==> src/rtl/alu4_driver.sv <==
// Request/response driver for an external combinational 4-bit ALU.
// Registers operands, captures ALU results, keeps an accumulator and a saturating overflow count.
module alu4_driver (
    input  logic       clk,
    input  logic       rst_n,
    input  logic       req_valid,
    output logic       req_ready,
    input  logic [3:0] req_a,
    input  logic [3:0] req_b,
    input  logic [2:0] req_op,
    input  logic       req_acc,
    output logic [3:0] alu_a,
    output logic [3:0] alu_b,
    output logic [2:0] alu_op,
    input  logic [3:0] alu_result,
    input  logic       alu_carry,
    input  logic       alu_overflow,
    input  logic       alu_zero,
    output logic       rsp_valid,
    input  logic       rsp_ready,
    output logic [3:0] rsp_result,
    output logic       rsp_carry,
    output logic       rsp_overflow,
    output logic       rsp_zero,
    output logic [3:0] acc,
    output logic [7:0] ovf_count
);

    localparam logic [2:0] OP_ADD = 3'b000;
    localparam logic [2:0] OP_SUB = 3'b001;
    localparam logic [2:0] OP_XOR = 3'b101;

    typedef enum logic [1:0] {
        IDLE = 2'd0,
        EXEC = 2'd1,
        RESP = 2'd2
    } state_e;

    state_e     state_q, state_d;
    logic [3:0] alu_a_q, alu_a_d;
    logic [3:0] alu_b_q, alu_b_d;
    logic [2:0] alu_op_q, alu_op_d;
    logic [3:0] rsp_result_q, rsp_result_d;
    logic       rsp_carry_q, rsp_carry_d;
    logic       rsp_overflow_q, rsp_overflow_d;
    logic       rsp_zero_q, rsp_zero_d;
    logic [3:0] acc_q, acc_d;
    logic [7:0] ovf_count_q, ovf_count_d;

    // NOTE: every register uses <= so all of them update together from pre-edge values.
    always_ff @(posedge clk or negedge rst_n) begin
        if (!rst_n) begin
            state_q        <= IDLE;
            alu_a_q        <= '0;
            alu_b_q        <= '0;
            alu_op_q       <= '0;
            rsp_result_q   <= '0;
            rsp_carry_q    <= 1'b0;
            rsp_overflow_q <= 1'b0;
            rsp_zero_q     <= 1'b0;
            acc_q          <= '0;
            ovf_count_q    <= '0;
        end else begin
            state_q        <= state_d;
            alu_a_q        <= alu_a_d;
            alu_b_q        <= alu_b_d;
            alu_op_q       <= alu_op_d;
            rsp_result_q   <= rsp_result_d;
            rsp_carry_q    <= rsp_carry_d;
            rsp_overflow_q <= rsp_overflow_d;
            rsp_zero_q     <= rsp_zero_d;
            acc_q          <= acc_d;
            ovf_count_q    <= ovf_count_d;
        end
    end

    always_comb begin
        // NOTE: hold-current defaults first, so no path through the case leaves a value unassigned (no latches).
        state_d        = state_q;
        alu_a_d        = alu_a_q;
        alu_b_d        = alu_b_q;
        alu_op_d       = alu_op_q;
        rsp_result_d   = rsp_result_q;
        rsp_carry_d    = rsp_carry_q;
        rsp_overflow_d = rsp_overflow_q;
        rsp_zero_d     = rsp_zero_q;
        acc_d          = acc_q;
        ovf_count_d    = ovf_count_q;

        unique case (state_q)
            IDLE: begin
                if (req_valid) begin
                    alu_a_d  = req_acc ? acc_q : req_a;
                    alu_b_d  = req_b;
                    alu_op_d = req_op;
                    state_d  = EXEC;
                end
            end
            EXEC: begin
                rsp_result_d   = alu_result;
                rsp_carry_d    = alu_carry;
                rsp_overflow_d = alu_overflow;
                rsp_zero_d     = alu_zero;
                // Compare ops produce a flag, not a value worth accumulating.
                if (alu_op_q <= OP_XOR) begin
                    acc_d = alu_result;
                end
                if (alu_overflow && (alu_op_q == OP_ADD || alu_op_q == OP_SUB)
                    && ovf_count_q != 8'hFF) begin
                    ovf_count_d = ovf_count_q + 8'd1;
                end
                state_d = RESP;
            end
            RESP: begin
                if (rsp_ready) begin
                    state_d = IDLE;
                end
            end
            default: state_d = IDLE;
        endcase
    end

    assign req_ready    = (state_q == IDLE);
    assign rsp_valid    = (state_q == RESP);
    assign alu_a        = alu_a_q;
    assign alu_b        = alu_b_q;
    assign alu_op       = alu_op_q;
    assign rsp_result   = rsp_result_q;
    assign rsp_carry    = rsp_carry_q;
    assign rsp_overflow = rsp_overflow_q;
    assign rsp_zero     = rsp_zero_q;
    assign acc          = acc_q;
    assign ovf_count    = ovf_count_q;

endmodule
==> config.mk <==
export PLATFORM = sky130hd
export DESIGN_NAME = alu4_driver
export DESIGN_NICKNAME = d
export VERILOG_FILES = /design/src/rtl/alu4_driver.sv
export SDC_FILE = /design/constraint.sdc
export NUM_CORES = 1
export LEC_CHECK = 0
export BUFFER_PORTS_ARGS = -buffer_cell sky130_fd_sc_hd__buf_2
export CAP_MARGIN = 5
export CORE_MARGIN = 5
export CORE_UTILIZATION = 25
export CTS_BUF_LIST = sky130_fd_sc_hd__clkbuf_8
export DETAILED_ROUTE_END_ITERATION = 10
export SLEW_MARGIN = 5
export SYNTH_ARGS = -nofsm -noshare
export SYNTH_HDL_FRONTEND = slang
export SYNTH_SLANG_ARGS = --single-unit
==> constraint.sdc <==
create_clock -name clk -period 3.3 [get_ports clk]
set_input_delay 0.165 -clock clk [delete_from_list [all_inputs] [get_ports clk]]
set_output_delay 0.165 -clock clk [all_outputs]
set_load 0.005 [all_outputs]
==> reports/qor.yml <==
outcome: "complete, no violations"
share_of_synthesized_area_occupied_by_flip_flops_and_latches_pct: 57.3
global_route.usage.met2_pct: 15.1
setup_viol_count_final: 0
mostFrequentLayoutCells: "buf_2 (54), dfrtp_1 (32), nand2_1 (28), nor2_1 (12), mux2_2 (10)"
use_met3_pct: 3.93
max_slew_margin_pct: 52.2
unrepaired_setup_endpoints_after_global_routing: "no"
tns_ns: 0
initial_antenna_violation_count: 0
detail_route.iter0.violations: 17
slew_violations: 0
cts.repair.resized: 0
cts_max_path_buffers: 2
route.detailed.drc: 0
grt_first_pass_wirelength_um: 5530
net_count_after_synthesis: 148
core_area_mm2: 0.00547
tritoncts: "done"
clock.fmax_mhz: 587
initial_core_utilization_pct: 25.5
multiInputGateArea_um2: 552
final_common_cell: "buf_2"
routabilityCongestion: 0.816
required_time_of_the_critical_path_ns: 3.46
fp.dieW_um: 84.8
io_pins: 55
route.detailed.wl_per_inst_um: 12.6
antenna_violating_nets_post_route: 0
asyncSetResetFlopFracSynth_pct: 100
critical_path.max_fanout: 11
drv.max_cap_violation_count: 0
final_period_minus_worst_setup_slack_ns: 1.70
type_of_the_worst_setup_path: "flop to flop"
power.ir.vdd_worst_uv: 384
final_skew_ns: 0.00507
io_buffers: 54
final.period_utilization_pct: 51.6
design.final.nets: 205
grt_busiest_layer: "met2"
cts.sink_count: 32
synth.avg_cell_area_um2: 11.3
power_density_mw_per_mm2: 813
clk-insertion-delay-late_ns: 0.28
endpoint_kind: "flop"
pin_count_of_the_biggest_net_entering_global_routing: 33
post-layout-total-power_w: 0.00148
die_y_extent_um: 84.8
numCtsBuffers: 5
edff_count_synth: 0
detail_route.wirelength_um: 3200
h-tree-depth: 2
synthToLayoutAreaGrowth_pct: 30.3
yosysUniqueCellTypes: 27
cts_root_buffer: "clkbuf_8"
timing.final.hold_violations: 0
cellLeakagePower_nw: 0.937
regArea_um2: 801
ff2ff_setup_slack_ns: 1.60
first_global_vias: 1165
ys_seq_elements: 32
die_area_mm2: 0.00719
min_path_type: "input port to flop"
vias: 1071
final.fill_count: 609
timing_worst_slew_pin_value_ns: 0.717
synth-warning-count: 0
antennaDiodeCount: 0
cts.reportedPaths.clkPinSlew_ns: 0.07
mappedNetlistArea_mm2: 0.00140
setup.worst_path.start_class: "flop"
avgViaCountPerCell: 4.22
dpl.hpwl_um: 2440
gate_count_post_synth: 124
postSynth.topFlopCell: "dfrtp_1"
crit_arrival_ns: 1.87
grt.met1_usage_pct: 12.0
core.rowCount: 27
grtUsageTotal_pct: 9.64
drtPass1Iterations: 4
gr-total-overflow: 0
drive_gt1_share_pct: 41.8
[worst max-delay path: stages (launching register included)]
cell     delay, ns
dfrtp_1       0.37
nor2b_2       0.43
nand3_1       0.21
nor3_1        0.25
mux2_1        0.34
[per-layer routing]
| metal | part of all wire, % | vias to the layer above |
|---|---|---|
| met5 | 0 | - |
| met2 | 45 | 38 |
| met3 | 8.2 | 4 |
| met4 | 1.2 | 0 |
| met1 | 45 | 500 |
| li1 | - | 529 |
[final timing paths]
kind | start | endpoint | cells past startpoint
setup / recovery | state_q[0] | ovf_count[6] | 4
hold / removal | alu_carry | rsp_carry | 3
setup reg to reg | state_q[0] | ovf_count[6] | 4
hold reg to reg | rsp_overflow | rsp_overflow | 2
max in group asynchronous | rst_n | alu_b[0] | 2
min in group asynchronous | rst_n | alu_a[3] | 2
[cell usage after synthesis, types with 2 or more instances]
library cell	instances	area, um2
mux2_2	10	113
mux2_1	6	67.6
o21ai_0	2	10.0
mux2i_1	4	40.0
xor2_1	2	17.5
nand3_1	4	20.0
buf_6	2	22.5
nand2_1	28	105
dfrtp_1	32	801
inv_1	2	7.51
nand4_1	2	12.5
a21oi_1	4	20.0
nor2_1	12	45.0
[timing repair]
item,4_1_cts,5_1_grt
endpoints found under the hold margin,32,0
buffers inserted,0,0
hold buffers,1,0
[sequential cells by signal, indices dropped and copies added (netlist names), 2 cells and up]
register    flops
alu_b           4
rsp_result      4
alu_a           4
state_q         2
ovf_count       8
acc             4
alu_op          3
[final cells by class]
class / instances / area share (%)
Inverter: 2 / 0.412
Sequential cell: 32 / 44.0
Multi-Input combinational cell: 85 / 30.3
Tap cell: 72 / 4.95
Clock buffer: 6 / 4.54
Timing Repair Buffer: 55 / 15.4
Clock inverter: 2 / 0.412
[stage by stage]
| stage | cell area (um2) | setup slack [ns] | util, % | std cells | hold WS (ns) |
|---|---|---|---|---|---|
| detailed placement | 1720 | 1.57 | 31.4 | 245 | 0.275 |
| finish | 1820 | 1.60 | 33.3 | 254 | 0.0865 |
| global placement | 1720 | 1.61 | 31.4 | 245 | 0.276 |
| CTS | 1820 | 1.55 | 33.3 | 254 | 0.0784 |
| global route | 1820 | 1.43 | 33.3 | 254 | 0.0767 |
| floorplan | 1400 | 1.92 | - | 124 | -0.131 |
[power breakdown]
part           internal [W]  total [W]  switching [W]
registers          0.000555   0.000669       0.000114
clock network      0.000164   0.000303       0.000140
logic              0.000271   0.000508       0.000236
[cell families (layout without fill, tap and decap cells)]
| family | Yosys count | after routing | share of synthesized area, % |
|---|---|---|---|
| muxes | 21 | 21 | 16.8 |
| DFF | 32 | 32 | 57.3 |
| xor gates and xnor gates | 2 | 2 | 1.25 |
| adders and majority gates | 1 | 1 | 0.895 |
| buffers and inverters | 7 | 65 | 3.22 |
| and+or+nand+nor | 55 | 55 | 18.4 |
| AOI/OAI and AO/OA | 6 | 6 | 2.15 |
Power figures use the tool's default switching activity.
